### src/rtl/vmicro16_periph_arbiter_pkg.sv
// Shared constants and types for the peripheral-bus arbiter and its
// round-robin picker.
package vmicro16_periph_arbiter_pkg;

  localparam int unsigned PERI_ARB_TIMEOUT = 255;

  typedef enum logic [1:0] {
    ARB_IDLE,
    ARB_SETUP,
    ARB_ACCESS,
    ARB_DONE
  } arb_state_t;

  // Index width for a counter/selector covering n values; never below 1 bit.
  function automatic int unsigned idx_width(input int unsigned n);
    return (n > 1) ? $clog2(n) : 1;
  endfunction

endpackage

### src/rtl/vmicro16_rr_arbiter.sv
// Combinational rotate-priority picker: first set request at or after ptr,
// wrapping modulo MASTERS. Shared by the bus arbiters.
module vmicro16_rr_arbiter
  import vmicro16_periph_arbiter_pkg::*;
#(
  parameter int unsigned MASTERS = 4,
  parameter int unsigned IDX_W   = idx_width(MASTERS)
) (
  input  logic [MASTERS-1:0] req,
  input  logic [IDX_W-1:0]   ptr,
  output logic [MASTERS-1:0] gnt,
  output logic [IDX_W-1:0]   idx
);

  int unsigned cand;
  logic [IDX_W-1:0] cand_idx;

  // Scan offsets from farthest to nearest so the nearest requester wins last.
  always_comb begin
    gnt      = '0;
    idx      = '0;
    cand     = 0;
    cand_idx = '0;
    for (int unsigned k = 0; k < MASTERS; k++) begin
      cand     = (32'(ptr) + (MASTERS - 1 - k)) % MASTERS;
      cand_idx = IDX_W'(cand);
      if (req[cand_idx]) begin
        gnt           = '0;
        gnt[cand_idx] = 1'b1;
        idx           = cand_idx;
      end
    end
  end

endmodule

### src/rtl/vmicro16_periph_arbiter.sv
// Round-robin APB arbiter sharing the peripheral section's single master port
// between MASTERS cores, one transfer in flight, with a PREADY watchdog.
module vmicro16_periph_arbiter
  import vmicro16_periph_arbiter_pkg::*;
#(
  parameter int unsigned MASTERS    = 4,
  parameter int unsigned BUS_WIDTH  = 16,
  parameter int unsigned DATA_WIDTH = 16,
  parameter int unsigned TIMEOUT    = PERI_ARB_TIMEOUT
) (
  input  logic                            clk,
  input  logic                            reset,
  input  logic [MASTERS*BUS_WIDTH-1:0]    S_PADDR,
  input  logic [MASTERS-1:0]              S_PWRITE,
  input  logic [MASTERS-1:0]              S_PSELx,
  input  logic [MASTERS-1:0]              S_PENABLE,
  input  logic [MASTERS*DATA_WIDTH-1:0]   S_PWDATA,
  output logic [MASTERS*DATA_WIDTH-1:0]   S_PRDATA,
  output logic [MASTERS-1:0]              S_PREADY,
  output logic [BUS_WIDTH-1:0]            M_PADDR,
  output logic                            M_PWRITE,
  output logic                            M_PSELx,
  output logic                            M_PENABLE,
  output logic [DATA_WIDTH-1:0]           M_PWDATA,
  input  logic [DATA_WIDTH-1:0]           M_PRDATA,
  input  logic                            M_PREADY,
  output logic [MASTERS-1:0]              grant_o,
  output logic                            timeout_o
);

  localparam int unsigned IDX_W   = idx_width(MASTERS);
  localparam int unsigned WD_W    = idx_width(TIMEOUT + 1);
  localparam int unsigned WD_LAST = (TIMEOUT == 0) ? 0 : TIMEOUT - 1;

  arb_state_t state;
  logic [IDX_W-1:0] ptr;
  logic [IDX_W-1:0] g_idx;
  logic [WD_W-1:0]  wdog;

  logic [MASTERS-1:0]            pick_gnt;
  logic [IDX_W-1:0]              pick_idx;
  logic [BUS_WIDTH-1:0]          sel_addr;
  logic [DATA_WIDTH-1:0]         sel_wdata;
  logic                          sel_write;
  logic [DATA_WIDTH-1:0]         done_data;
  logic [MASTERS*DATA_WIDTH-1:0] done_vec;
  logic                          wdog_expired;
  logic                          unused_penable;

  assign unused_penable = ^S_PENABLE;

  vmicro16_rr_arbiter #(
    .MASTERS (MASTERS),
    .IDX_W   (IDX_W)
  ) u_rr (
    .req (S_PSELx),
    .ptr (ptr),
    .gnt (pick_gnt),
    .idx (pick_idx)
  );

  // One-hot muxes keep all slice indices constant after unrolling.
  always_comb begin
    sel_addr  = '0;
    sel_wdata = '0;
    sel_write = 1'b0;
    for (int unsigned i = 0; i < MASTERS; i++) begin
      if (pick_gnt[i]) begin
        sel_addr  = S_PADDR[i*BUS_WIDTH +: BUS_WIDTH];
        sel_wdata = S_PWDATA[i*DATA_WIDTH +: DATA_WIDTH];
        sel_write = S_PWRITE[i];
      end
    end
  end

  assign wdog_expired = (TIMEOUT != 0) && (wdog == WD_W'(WD_LAST));
  assign done_data    = M_PREADY ? M_PRDATA : '1;

  always_comb begin
    done_vec = '0;
    for (int unsigned i = 0; i < MASTERS; i++) begin
      if (grant_o[i]) done_vec[i*DATA_WIDTH +: DATA_WIDTH] = done_data;
    end
  end

  always_ff @(posedge clk) begin
    if (reset) begin
      state     <= ARB_IDLE;
      ptr       <= '0;
      g_idx     <= '0;
      wdog      <= '0;
      grant_o   <= '0;
      M_PADDR   <= '0;
      M_PWRITE  <= 1'b0;
      M_PWDATA  <= '0;
      M_PSELx   <= 1'b0;
      M_PENABLE <= 1'b0;
      S_PREADY  <= '0;
      S_PRDATA  <= '0;
      timeout_o <= 1'b0;
    end else begin
      timeout_o <= 1'b0;
      case (state)
        ARB_IDLE: begin
          if (|S_PSELx) begin
            M_PADDR   <= sel_addr;
            M_PWRITE  <= sel_write;
            M_PWDATA  <= sel_wdata;
            grant_o   <= pick_gnt;
            g_idx     <= pick_idx;
            M_PSELx   <= 1'b1;
            M_PENABLE <= 1'b0;
            state     <= ARB_SETUP;
          end
        end
        ARB_SETUP: begin
          M_PENABLE <= 1'b1;
          wdog      <= '0;
          state     <= ARB_ACCESS;
        end
        ARB_ACCESS: begin
          if (M_PREADY || wdog_expired) begin
            M_PSELx   <= 1'b0;
            M_PENABLE <= 1'b0;
            S_PREADY  <= grant_o;
            S_PRDATA  <= done_vec;
            timeout_o <= !M_PREADY;
            state     <= ARB_DONE;
          end else begin
            wdog <= wdog + 1'b1;
          end
        end
        ARB_DONE: begin
          S_PREADY <= '0;
          S_PRDATA <= '0;
          grant_o  <= '0;
          ptr      <= (g_idx == IDX_W'(MASTERS - 1)) ? '0 : g_idx + 1'b1;
          state    <= ARB_IDLE;
        end
        default: state <= ARB_IDLE;
      endcase
    end
  end

endmodule

### config.mk
export PLATFORM = sky130hd
export DESIGN_NAME = vmicro16_periph_arbiter
export DESIGN_NICKNAME = d
export VERILOG_FILES = /design/src/rtl/vmicro16_periph_arbiter_pkg.sv /design/src/rtl/vmicro16_rr_arbiter.sv /design/src/rtl/vmicro16_periph_arbiter.sv
export SDC_FILE = /design/constraint.sdc
export NUM_CORES = 1
export LEC_CHECK = 0
export BUFFER_PORTS_ARGS = -buffer_cell sky130_fd_sc_hd__buf_2
export CORE_AREA = 2 2 114 116
export CTS_BUF_LIST = sky130_fd_sc_hd__clkbuf_4 sky130_fd_sc_hd__clkbuf_8
export DETAILED_ROUTE_END_ITERATION = 7
export DIE_AREA = 0 0 116 118
export GPL_TIMING_DRIVEN = 0
export PLACE_DENSITY_LB_ADDON = 0.12
export SLEW_MARGIN = 10
export SYNTH_ARGS = -nofsm -noshare
export SYNTH_HDL_FRONTEND = slang
export SYNTH_SLANG_ARGS = --single-unit
export TNS_END_PERCENT = 50
### constraint.sdc
create_clock -name clk -period 5.25 [get_ports clk]
set_input_delay 1.05 -clock clk [delete_from_list [all_inputs] [get_ports clk]]
set_output_delay 1.05 -clock clk [all_outputs]
set_load 0.005 [all_outputs]
---- Yosys cells after proc, flatten, opt, wreduce, memory -nomap -nowiden ----
Index checks and enable logic that the tools add are counted.
storage, ports and cells
  output and inout port bits .............. 108
  flip-flop bits (word level) ............. 122
  input bits .............................. 159
  word-level logic and storage cells ...... 115
operators by class
  $lt $le $gt $ge ......................... 8
  reductions and logical operators ........ 21
  equal/unequal tests ..................... 8
  add/subtract/negate cells ............... 5
  bitwise gates (word level) .............. 2
  multiplexer cells ....................... 58
operators by type and width
  operator             count
  $mux 16              13
  $pmux 64 s2          1
  $mux 64              1
  $mux 4               6
  $pmux 4 s2           2
  $pmux 8 s2           1
  $mux 1               15
  $mux 2               7
  $lt 2x3->1 const B   4
  $reduce_and 2->1     5
  $add 8x1->8 const B  1
  $bmux 1 s2           4
  $demux 1 s2          4
  $eq 8x8->1 const B   1
  $ge 2x1->1 const B   4
  $mux 8               1
  $pmux 2 s4           1
  $reduce_bool 2->1    4
  $eq 2x2->1 const B   3
  $ne 2x2->1 const B   3
  $reduce_and 3->1     2
  $add 2x1->2 const B  2
  $add 2x2->2 const B  2
  $logic_and 1x1->1    4
  other kinds (10)     11

---- Logic depth before layout (Yosys ltp) ----
  depth after elaboration ................. 13
  mapped depth ............................ 14
  mapped depth without buffers ............ 8

---- Cells and area by module ----
A second synthesis with hierarchy kept.
second synthesis, totals
  cells, all modules ...................... 761
  area, all modules ....................... 6617.6 µm²
by module, submodules not included
  module                   sequential area each (µm²)  instances  cells each  area an instance (µm²)
  vmicro16_periph_arbiter  2442.3                      1          695         6032.0
  vmicro16_rr_arbiter      0.0                         1          66          585.6

---- Worst setup path after synthesis ----
No wires, ideal clock.
  kind .................................... input port to flip-flop
  from .................................... in S_PSELx[3]
  to ...................................... reg M_PWDATA[4]
  data required time ...................... 5.117 ns
  data arrival time ....................... 3.148 ns
  path buffers ............................ 4
  path slack .............................. 1.969 ns
  stages on the path ...................... 9
  library setup time ...................... 0.133 ns
  cell sequence ........................... clkbuf_2 > mux4_2 > buf_6 > or4b_1 > a32o_2 > buf_6 > buf_6 > o221ai_1 > a211oi_2
on the way
  cells in the longest elaborated chain, start to end .. 10
  elaborated cells on any way between the ends .. 18
  those cells by class .................... mux (16); reduce/logical (2)
ends and longest elaborated chain
  what                          line                            text
  from (decl)                   vmicro16_periph_arbiter.sv:15   input logic [MASTERS-1:0] S_PSELx,
  $bmux 1 s2                    vmicro16_rr_arbiter.sv:27       if (req[cand_idx]) begin
  $mux 1 (implied by the code)  vmicro16_rr_arbiter.sv:27
  $mux 4 (4 in series)          vmicro16_rr_arbiter.sv:27
  $mux 16 (4 in series)         vmicro16_periph_arbiter.sv:68   if (pick_gnt[i]) begin
  to (signal assigned)          vmicro16_periph_arbiter.sv:108  M_PWDATA <= sel_wdata;
  to (decl)                     vmicro16_periph_arbiter.sv:24   output logic [DATA_WIDTH-1:0] M_PWDATA,
Parallel ways exist; a longest one is shown, timed or not. The select of a mux whose other input is x is not followed.
A chain may end at the register's enable or synchronous reset.

---- Worst setup path after layout ----
  from .................................... reg ptr[0]
  to ...................................... reg M_PADDR[10]
on the way
  cells in the longest elaborated chain, start to end .. 13
  elaborated cells on any way between the ends .. 39
  those cells by class .................... add/sub (3); order compare (8); mux (24); reduce/logical (4)
ends and longest elaborated chain
  what                                                            line                            text
  from (decl)                                                     vmicro16_periph_arbiter.sv:36   logic [IDX_W-1:0] ptr;
  from (signal assigned)                                          vmicro16_periph_arbiter.sv:137  ptr <= (g_idx == IDX_W'(MASTERS - 1)) ? '0 : g_idx + 1'b1;
  $add 2x2->2                                                     vmicro16_rr_arbiter.sv:25       cand = (32'(ptr) + (MASTERS - 1 - k)) % MASTERS;
  $lt 2x3->1 (implied by the code) or $ge 2x1->1 (tied branches)  vmicro16_rr_arbiter.sv:29       gnt[cand_idx] = 1'b1;
  $logic_and 1x1->1 (implied by the code)                         vmicro16_rr_arbiter.sv:29
  $mux 1 (implied by the code)                                    vmicro16_rr_arbiter.sv:29
  $demux 1 s2                                                     -
  $mux 4 (3 in series)                                            vmicro16_rr_arbiter.sv:27
  $mux 4 *                                                        vmicro16_rr_arbiter.sv:27
  $mux 16 (3 in series)                                           vmicro16_periph_arbiter.sv:68
  $mux 16 *                                                       vmicro16_periph_arbiter.sv:68
  to (signal assigned)                                            vmicro16_periph_arbiter.sv:106  M_PADDR <= sel_addr;
  to (decl)                                                       vmicro16_periph_arbiter.sv:20   output logic [BUS_WIDTH-1:0] M_PADDR,
Every way passes the cells marked *; elsewhere a longest branch is shown, timed or not. The select of a mux whose other input is x is not followed.

==> results.json <==
{
  "run_status": "completed",
  "grt_max_degree": 17,
  "max_stage_delay_cell_worst_path": "a221oi_1",
  "cp_slowest_stage_delay_ns": 0.80,
  "gp_congestion": 0.8653,
  "tritoncts": "built",
  "grt_pass1_wl_um": 34950,
  "crit_required_ns": 5.56,
  "path_common_cell": "buf_2",
  "worstSetupPathType": "register to register",
  "switch_pwr_mw": 1.710,
  "first_pass_iters": 6,
  "die_height_um": 118,
  "cap_violations": 0,
  "power.density_nw_per_um2": 481.8,
  "element_type_at_the_critical_path_start": "register",
  "io_buffer_count": 258,
  "number_of_h_tree_branching_levels": 4,
  "io_pins": 267,
  "max_freq_mhz": 238.1,
  "seq_power_share": 0.301,
  "final.period_utilization": 0.8001,
  "worstSkewPairLatency_ns": 0.46,
  "die_outline_area_sq_um": 13690,
  "detail_route.drc_violations": 0,
  "vias_post_dr": 7348,
  "layout.core_utilization": 0.6922,
  "synthesized_net_count": 964,
  "antenna_found_initial": 2,
  "holdCritPathClass": "register to register",
  "slew_headroom": 0.3632,
  "critical_path.endpoint_type": "register",
  "fillCellCount": 1071,
  "leakage_nw": 3.654,
  "crit_path_max_delay_family": "compound AO/OA/AOI/OAI gates",
  "cts_hold_repair.buffers": 0,
  "rsz_0062_raised_after_global_routing": "no",
  "synth-warning-count": 0,
  "clock_tree.buffer_depth": 2,
  "drive_gt1_frac": 0.3346,
  "die_span_x_um": 116,
  "cts.repair.resized": 0,
  "worst-path-max-fanout": 10,
  "timing.critical_path.cells": "buf_6 -> buf_2 -> inv_1 -> ha_1 -> buf_2 -> mux4_2 -> nor3b_1 -> a221oi_1 -> clkbuf_1 -> o21ai_0 -> o221ai_1 -> a211oi_1",
  "netlist_instances": 789,
  "gr-usage-all-layers": 0.3203,
  "setup_tns_ns": 0,
  "ys_seq_elements": 122,
  "postSynthAreaPerCell_sq_um": 8.390,
  "timing.clock.skew_ns": 0.01152,
  "cts.sinks": 122,
  "postCtsSetupRepairBufs": 0,
  "power.internal_mw": 2.430,
  "antenna_left": 0,
  "tritoncts.num_buffers": 17,
  "final.min_clock_period_ns": 4.200,
  "netSwitchingFraction": 0.4131,
  "cts_root_buffer": "clkbuf_8",
  "power_frac_comb": 0.462,
  "critPathArrivalTime_ns": 4.51,
  "part_of_the_yosys_area_used_for_sequential_elements": 0.3689,
  "drt-vias-per-instance": 5.864,
  "synth.cell_area_sq_um": 6620,
  "post_cts_clock_slew_at_the_launch_and_capture_registers_of_the_worst_setup_and_hold_paths_ns": 0.08,
  "floorplan.rows": 41,
  "setup-violations-final": 0,
  "detailedRoute.firstIterationViolations": 731,
  "syn2layout_area_growth_pct": 29.81,
  "core-area_sq_um": 12410,
  "final_net_count": 1241,
  "grt_pass1_vias": 6839,
  "peakVddDrop_uv": 307.7,
  "worst_path_buf_inv": 5,
  "clock_power_share": 0.236,
  "grt_overflow": 0,
  "place.detailed.hpwl_um": 16430,
  "worst_slack_ns": 1.050,
  "count_of_unique_library_cells_instantiated_by_yosys": 50,
  "final-hold-violation-count": 0,
  "worst_slack_placed_ns": 1.169,
  "slew_violations": 0,
  "timing_worst_slew_pin_value_ns": 0.9551,
  "initial_utilization": 0.5333,
  "drt-total-wl_um": 22610,
  "wire_per_inst_um": 18.04
}
## power by group through the flow
stage	Clock [mW]	Sequential [mW]	Combinational [mW]
after global routing	1.02	1.27	2.10
final	0.979	1.25	1.91
after global placement	0	1.26	1.86
after floorplan	0	1.28	1.25
after CTS	0.978	1.24	1.89
after detailed placement	0	1.26	1.88
## path summary, 6_finish.rpt
check	startpoint	end	slack [ns]	depth (start not counted)
min	g_idx[1]	g_idx[1]	0.47	2
max reg2reg	ptr[0]	M_PADDR[10]	1.05	12
min reg2reg	g_idx[1]	g_idx[1]	0.47	2
max	ptr[0]	M_PADDR[10]	1.05	12
## worst register-to-register path, delay by kind of cell, from the launching register on
family / cells / cell delay, ns
and+or+nand+nor: 1 / 0.18
DFF: 1 / 0.47
muxes: 1 / 0.58
adders and majority gates: 1 / 0.30
buffers and inverters: 5 / 1.21
AOI/OAI and AO/OA: 4 / 1.30
## synth_stat cells, drive strengths merged
master   instances  area (sq um)
o21bai           1         7.510
and3             1         6.260
inv             10         37.54
a41o             1         10.01
and4             1         8.760
a211oi          70         600.6
o21ai           73         399.1
a21boi           1         7.510
o211ai           1         7.510
a21oi           54         270.3
nand2           46         172.7
nand3b           2         15.01
a2111oi          1         27.53
o22ai            3         18.77
nand3            5         25.02
a31oi            2         12.51
mux2             3         33.78
a221oi           2         17.52
nor2           121         454.2
a221o            2         20.02
or4b             1         10.01
nand4            1         6.260
o221ai          33         357.8
a22oi           65         488.0
nor2b            3         18.77
mux2i            8         80.08
a211o            3         26.28
and2             3         18.77
buf             23         168.9
nor3b            5         57.56
xor2             2         17.52
dfxtp          122          2442
nor4             1         6.260
nand2b          24         150.1
nor3             7         35.03
o311a            1         10.01
ha              16         200.2
mux4             4         90.09
a41oi            3         26.28
a21o             2         15.01
clkbuf          61         231.5
a32o             1         11.26
## cell families (layout without fill, tap and decap cells)
family / after synthesis / after routing / synth area share
AOI/OAI and AO/OA: 319 / 319 / 0.3525
xor gates and xnor gates: 2 / 2 / 0.002646
adders and majority gates: 16 / 16 / 0.03024
buffers and inverters: 94 / 384 / 0.06615
DFF: 122 / 122 / 0.3689
muxes: 15 / 15 / 0.03081
other: 0 / 2 / 0
and+or+nand+nor: 221 / 221 / 0.1487
## final cells by class
type                            instances  area, sq um  share of cell area
Buffer                                 84        400.4             0.04659
Clock inverter                         12        186.4             0.02169
Antenna cell                            2        5.005           0.0005824
Inverter                               10        37.54            0.004368
Tap cell                              172        215.2             0.02504
Clock buffer                           20        275.3             0.03203
Timing Repair Buffer                  258         1291              0.1503
Multi-Input combinational cell        573         3740              0.4352
Sequential cell                       122         2442              0.2842
## per-layer routing
| metal | GRT usage | share of wire | vias to the layer above |
|---|---|---|---|
| met5 | 0 | 0 | - |
| met4 | 0.1555 | 0.032 | 0 |
| met3 | 0.08908 | 0.097 | 67 |
| met2 | 0.5197 | 0.47 | 400 |
| met1 | 0.3870 | 0.40 | 3400 |
| li1 | - | - | 3481 |
## flip-flops by register name, summed over array words and instances, names as in the netlist, 2 cells and up
signal,cells
grant_o,4
S_PREADY,4
M_PADDR,16
wdog,8
g_idx,2
M_PWDATA,16
state,2
S_PRDATA,64
ptr,2
## per-stage QoR
stage | total power [mW] | hold slack (ns) | area [sq um] | instances
finish | 4.141 | 0.4694 | 8593 | 1253
global route | 4.397 | 0.5008 | 8593 | 1253
CTS | 4.116 | 0.4724 | 8588 | 1251
detailed placement | 3.144 | 0.4630 | 8127 | 1219
global placement | 3.117 | 0.4462 | 8127 | 1219
floorplan | 2.522 | 0.4356 | 6620 | 789
## cell usage in the layout, fill, tap and decap left out, types with 4 or more instances in the layout
| master | n |
|---|---|
| o21ai_2 | 9 |
| inv_1 | 10 |
| ha_1 | 16 |
| bufinv_16 | 4 |
| a21oi_1 | 54 |
| nand2b_1 | 24 |
| nand2_1 | 46 |
| o221ai_2 | 11 |
| a211oi_2 | 15 |
| mux2i_1 | 8 |
| nor3b_2 | 4 |
| o21ai_1 | 5 |
| mux4_2 | 4 |
| clkbuf_1 | 59 |
| a211oi_1 | 55 |
| nor2_1 | 121 |
| o221ai_1 | 22 |
| nor3_1 | 7 |
| nand3_1 | 5 |
| a22oi_1 | 65 |
| o21ai_0 | 59 |
| clkbuf_8 | 20 |
| buf_2 | 270 |
| dfxtp_1 | 122 |
| buf_6 | 9 |
Power figures use the tool's default switching activity.
